--- src/rtl/data_wr_sm.sv ---
// data_wr_sm: write-side controller for the 16-bit asynchronous FIFO.
// Accepts producer words over valid/ready into a two-entry skid buffer
// (head = oldest, tail = newest) and drains it into the FIFO write port
// whenever the FIFO is not full. Also keeps debug counters of words
// written (wrapping) and cycles stalled on full (saturating).
module data_wr_sm #(
    parameter int DW = 16,
    parameter int CW = 16
) (
    input  logic          clk,
    input  logic          rst_n,
    input  logic [DW-1:0] data_in,
    input  logic          data_valid,
    output logic          data_ready,
    input  logic          Wfull,
    output logic          Winc,
    output logic [DW-1:0] Wdata,
    output logic [CW-1:0] wr_count,
    output logic [CW-1:0] stall_count
);

    typedef enum logic [1:0] {
        S_EMPTY = 2'd0,
        S_ONE   = 2'd1,
        S_TWO   = 2'd2
    } state_t;

    state_t        state_reg;
    logic [DW-1:0] head_reg;
    logic [DW-1:0] tail_reg;
    logic [CW-1:0] wr_count_reg;
    logic [CW-1:0] stall_count_reg;

    logic push;
    logic pop;

    // Ready depends only on occupancy, never on data_valid, so the
    // producer sees no combinational loop through this block.
    assign data_ready = rst_n & (state_reg != S_TWO);
    // Wfull gates the write in the same cycle; nothing is written while full.
    assign Winc       = rst_n & (state_reg != S_EMPTY) & ~Wfull;
    assign Wdata      = head_reg;
    assign push       = data_valid & data_ready;
    assign pop        = Winc;

    assign wr_count    = wr_count_reg;
    assign stall_count = stall_count_reg;

    // Occupancy state machine and skid buffer registers.
    always_ff @(posedge clk) begin
        if (!rst_n) begin
            state_reg <= S_EMPTY;
            head_reg  <= '0;
            tail_reg  <= '0;
        end else begin
            case (state_reg)
                S_EMPTY: begin
                    if (push) begin
                        state_reg <= S_ONE;
                        head_reg  <= data_in;
                    end
                end
                S_ONE: begin
                    if (push && !pop) begin
                        state_reg <= S_TWO;
                        tail_reg  <= data_in;
                    end else if (!push && pop) begin
                        state_reg <= S_EMPTY;
                    end else if (push && pop) begin
                        // Head is leaving this edge; the new word replaces it.
                        head_reg  <= data_in;
                    end
                end
                S_TWO: begin
                    // data_ready is low here, so only a pop can occur.
                    if (pop) begin
                        state_reg <= S_ONE;
                        head_reg  <= tail_reg;
                    end
                end
                default: begin
                    state_reg <= S_EMPTY;
                end
            endcase
        end
    end

    // Debug counters: wrapping write count, saturating full-stall count.
    always_ff @(posedge clk) begin
        if (!rst_n) begin
            wr_count_reg    <= '0;
            stall_count_reg <= '0;
        end else begin
            if (pop) begin
                wr_count_reg <= wr_count_reg + 1'b1;
            end
            if ((state_reg != S_EMPTY) && Wfull && (stall_count_reg != {CW{1'b1}})) begin
                stall_count_reg <= stall_count_reg + 1'b1;
            end
        end
    end

endmodule
--- config.mk ---
export PLATFORM = sky130hd
export DESIGN_NAME = data_wr_sm
export DESIGN_NICKNAME = d
export VERILOG_FILES = /design/src/rtl/data_wr_sm.sv
export SDC_FILE = /design/constraint.sdc
export NUM_CORES = 1
export LEC_CHECK = 0
export CORE_AREA = 2 2 95 79
export DETAILED_ROUTE_END_ITERATION = 8
export DIE_AREA = 0 0 97 81
export PLACE_DENSITY_LB_ADDON = 0.12
export SLEW_MARGIN = 20
export SYNTH_ARGS = -nofsm -noshare
export SYNTH_HDL_FRONTEND = slang
export SYNTH_SLANG_ARGS = --single-unit
--- constraint.sdc ---
create_clock -name clk -period 2.7 [get_ports clk]
set_clock_uncertainty 0.1 [all_clocks]
set_input_delay 0.54 -clock clk [delete_from_list [all_inputs] [get_ports clk]]
set_output_delay 0.54 -clock clk [all_outputs]
set_load 0.005 [all_outputs]
; ---- Yosys cells after proc, flatten, opt, wreduce, memory -nomap -nowiden
; Index checks and enable logic that the tools add are counted.
[word_totals]
reg_bits = 66
out_inout_bits = 50
elab_cells = 46
[op_classes]
add_sub_neg = 2
eq_ne = 10
n_mux = 11
n_bitwise = 5
reduce_logical = 13
[ops]
columns = operator, count
row1 = 2-to-1 mux 16 bit, 5
row2 = one-hot mux 16 bit (3 select lines), 1
row3 = "adder 16 x 1 -> 16 bit, second input constant", 2
row4 = "inequality test 16 bit, second input constant", 1
row5 = "inequality test 2 bit, second input constant", 6
row6 = 2-to-1 mux 2 bit, 4
row7 = one-hot mux 2 bit (3 select lines), 1
row8 = AND reduction 6 bit, 1
row9 = logical AND 1 bit, 5
row10 = bitwise AND 1 bit, 4
row11 = "inequality test 3 bit, second input constant", 1
row12 = AND reduction 3 bit, 1
row13 = nonzero test 3 bit, 1
row14 = "== test 2 x 1 -> 1 bit, second input constant", 1
row15 = "== test 2 bit, second input constant", 1
row16 = logical NOT 1 bit, 2
row17 = logical NOT 2 bit, 1
row18 = AND reduction 2 bit, 1
row19 = nonzero test 2 bit, 1
row20 = NOT 1 bit, 1

; ---- Logic depth before layout (Yosys ltp)
[logic_depth]
depth_word = 8
mapped_depth = 14

; ---- Least setup slack after synthesis
; Ideal clock, no wire load.
[synth_path]
path_type = register -> register
startpoint = reg state_reg[0]
endpoint = reg head_reg[10], in the netlist Wdata[10]
setup_ns = 0.134
arrival_ns = 2.542
required_ns = 2.466
slack_ns = -0.076
path_stages_with_launch = 15
path_buffers = 5
synth_period_minus_slack_ns = 2.776
path_cell_list = dfxtp_1 -> buf_4 -> nand2b_1 -> buf_2 -> buf_2 -> and2_1 -> nand2_1 -> inv_1 -> ha_1 -> nand4bb_1 -> a21oi_1 -> or2_1 -> buf_2 -> buf_2 -> a211oi_1
[synth_via]
elab_chain_len = 7
elab_cells_between_ends = 22
classes_between = eq/ne (8) / mux (1) / bitwise (4) / reduce/logical (9)
[synth_rtl]
columns = element, line
row1 = from (decl), 28  ; state_t state_reg;
row2 = from (signal assigned), 52  ; state_reg <= S_EMPTY;
row3 = from (signal assigned), 59  ; state_reg <= S_ONE;
row4 = from (signal assigned), 65  ; state_reg <= S_TWO;
row5 = inequality test 2 bit (*), 39  ; assign data_ready = rst_n & (state_reg != S_TWO);
row6 = bitwise AND 1 bit (*), 39
row7 = named net data_ready, 14  ; output logic data_ready,
row8 = bitwise AND 1 bit (*), 43  ; assign push = data_valid & data_ready;
row9 = logical NOT 1 bit, 67  ; end else if (!push && pop) begin
row10 = logical AND 1 bit, 67
row11 = inequality test 2 bit (no line), -
row12 = AND reduction 6 bit (no line) (*), -
row13 = to (signal assigned), 60  ; head_reg <= data_in;
row14 = to (signal assigned), 71  ; head_reg <= data_in;
row15 = to (signal assigned), 78  ; head_reg <= tail_reg;
row16 = to (decl), 29  ; logic [DW-1:0] head_reg;
; Mark *: on every way through the listed nets, which the timed path passes. The rest lies on a longest branch.
; A chain may end at the register's enable or synchronous reset.

; ---- Worst setup path in the final report
[layout_path]
startpoint = in rst_n
endpoint = out Winc
[layout_via]
elab_chain_len = 2
[layout_rtl]
columns = element, line
row1 = from (decl), 11  ; input logic rst_n,
row2 = bitwise AND 1 bit (2 in a row), 41  ; assign Winc = rst_n & (state_reg != S_EMPTY) & ~Wfull;
row3 = to (decl), 16  ; output logic Winc,
; No other way between the ends.

==> results.cfg <==
[setup_path]
cp_max_fo = 5
crit_type = input port to output port
endpoint_kind = output port
cp_data_required_time_ps = 2060
reg2reg_to = Wdata[8]$_SDFFE_PN0P_
startpoint_type = input port
critPathArrivalTime_ps = 1960
rrSetupSlack_ps = 480
reg2reg_depth = 9
r2r_start = state_reg[1]$_SDFFE_PN0P_

[layout]
area.sequential_mm2 = 0.00132
antennaDiodeCount = 0
fill_cells = 645
final_nets = 454
area_growth_pct = 33.5
drive_above_1_share_pct = 9.68
multi_input_area_mm2 = 0.00157

[grt]
grt_pass1_wl_mm = 12.2
first_global_vias = 2640
track_usage_pct = 19.0
antenna_found_initial = 0
grt_max_degree = 42
overflow = 0

[synth]
mappedNetlistNets = 377
yosys-top-cells-area = dfxtp_1 44%, a21oi_1 6.3%, mux2i_1 6.3%
synth_compound_area_share_pct = 17.0
syn_area_per_cell_um2 = 8.62
synthMuxAreaShare_pct = 6.27
yosys.area.top_type = dfxtp_1
synth-simple-area-share_pct = 25.0
yosysUniqueCellTypes = 42
synth_cells = 352
synth_top_area_share_pct = 43.6
ys.flop_type = dfxtp_1
synth_fa_ha_area_share_pct = 2.06
post-synth-top-count-cell = dfxtp_1
synthArstFlopShare_pct = 0
yosysWarnings = 0
synth_common_cells = 66 x dfxtp_1, 47 x nand2_1, 38 x a21oi_1
synth_edf_count = 0
ys_ff_latch = 66
synth_top_family_by_area = simple AND/OR/NAND/NOR gates
synthXorXnorAreaFrac_pct = 1.44
seq_area_frac_synth_pct = 43.6
synthesis.area_mm2 = 0.00303

[clocking]
clk_pin_slew_worst_paths_ps = 70
root_buffer = clkbuf_8
post_cts_buffers = 0
cts_buffers = 9
htree_levels = 3
clk_latency_ps = 350
cts_tree = yes
cts_sinks = 66
postCtsHoldBufs = 0
cts_resized = 0
cts_buffer_depth = 2

[status]
outcome = finished clean

[hold_path]
hold_start = tail_reg[4]$_SDFFE_PN0P_
min_to = tail_reg[4]$_SDFFE_PN0P_
hp-class = flip-flop to flip-flop
min_path_cells = 2

[timing]
tightest_slew_ps = 620
rsz0062_at_grt = false
fmax_mhz = 385
fin_ws_ps = 103
fin_setup_tns_ps = 0
post-route-min-period_ps = 2600
drv_slew = 0
hold_viol = 0
fin_crit_sh_pct = 96.2
slew_headroom_pct = 58.4
setup_violations = 0

[floorplan]
dieArea_mm2 = 0.00786
ios = 70
rows = 28
start_util_pct = 43.1
die_height_um = 81
fp.dieW_um = 97
core_mm2 = 0.00704

[flow_run]
max-cap-violations = 0

[power_and_ir_drop]
leakage_nw = 1.45
peakVddDrop_mv = 0.257
power_density_mw_per_mm2 = 486

[place]
port-buffer-count = 69
place.gp.congestion = 0.750
post-place-ws_ps = 35.6
dp_hpwl_mm = 4.97

[detailed_routing]
post_drt_wl_per_cell_um = 13.7
vias_per_cell = 5.40
vias = 2827
wirelength_mm = 7.19
drc = 0
antenna_left = 0
drt_iter0_markers = 122
first_pass_iters = 4
logic make-up after synthesis:
| logic type | after synthesis |
|---|---|
| AOI/OAI and AO/OA | 85 |
| adders and majority gates | 5 |
| muxes | 19 |
| xor gates and xnor gates | 5 |
| and+or+nand+nor | 142 |
| DFF | 66 |
| buffers and inverters | 30 |
stage by stage:
stage	utilization, %	hold WS [ps]	area, um2	total power [mW]	std cells
final	57.5	354	4050	1.97	524
after global routing	57.5	379	4050	2.06	524
after global placement	54.9	341	3870	1.25	508
after floorplan	-	336	3040	1.14	352
after CTS	57.5	356	4050	1.99	524
after detailed placement	54.9	346	3870	1.25	508
routing by layer:
layer / GRT usage, % / part of all wire [%] / vias to the layer above
met1: 23.8 / 48 / 1326
met2: 31.6 / 46 / 52
met4: 5.49 / 1.1 / 0
met3: 6.20 / 4.5 / 9
li1: - / - / 1440
met5: 0 / 0 / -
final cells by class:
cell class / count / area share [%]
Clock buffer: 10 / 3.40
Clock inverter: 6 / 1.05
Inverter: 9 / 0.835
Multi-Input combinational cell: 256 / 38.9
Sequential cell: 66 / 32.6
Tap cell: 90 / 2.78
Timing Repair Buffer: 87 / 20.4
worst max-delay path by stage:
stage / end / from / slack, ps / depth (start not counted)
final: Winc / rst_n / 100 / 5
after detailed placement: Wdata[8]$_SDFFE_PN0P_ / rst_n / 40 / 10
after global routing: Winc / rst_n / 10 / 5
after floorplan: Wdata[10]$_SDFFE_PN0P_ / state_reg[0]$_SDFFE_PN0P_ / 20 / 14
after CTS: Winc / rst_n / 80 / 5
after global placement: Wdata[6]$_SDFFE_PN0P_ / rst_n / 90 / 10
layout by cell type, fill, tap and decap left out, types with 2 or more instances in the layout:
cell and count:
a21oi_1 37, xnor2_1 3, a211oi_1 16, nor4_1 3, and4_1 3, or2_2 4, o21ai_0 12, clkinv_2 2
buf_4 18, o31ai_1 11, nand4_1 8, xor2_1 2, nor3_1 19, or3_1 9, nand2_1 47, or4_1 10
inv_1 8, nor2_1 12, or4_4 2, clkinv_4 2, nand2b_1 5, ha_1 5, mux2i_1 19, o22a_1 2
clkdlybuf4s50_1 69, nand3b_1 2, dfxtp_1 66, and3_1 3, nand3_1 8, clkinvlp_4 2, clkbuf_8 10, nor4b_1 2
critical path, stage by stage:
cell,delay (ps)
clkdlybuf4s50_1,560
nand2b_4,90
nor2_1,120
buf_4,150
clkdlybuf4s50_1,490
power by group:
part | internal (mW) | switching (mW) | total [mW] | leakage [nW]
Combinational | 0.111 | 0.0906 | 0.202 | 0.831
Clock | 0.357 | 0.386 | 0.743 | 0.0882
Sequential | 1.00 | 0.0204 | 1.02 | 0.535
Total | 1.47 | 0.497 | 1.97 | 1.45
(Power assumes the default switching activity.)
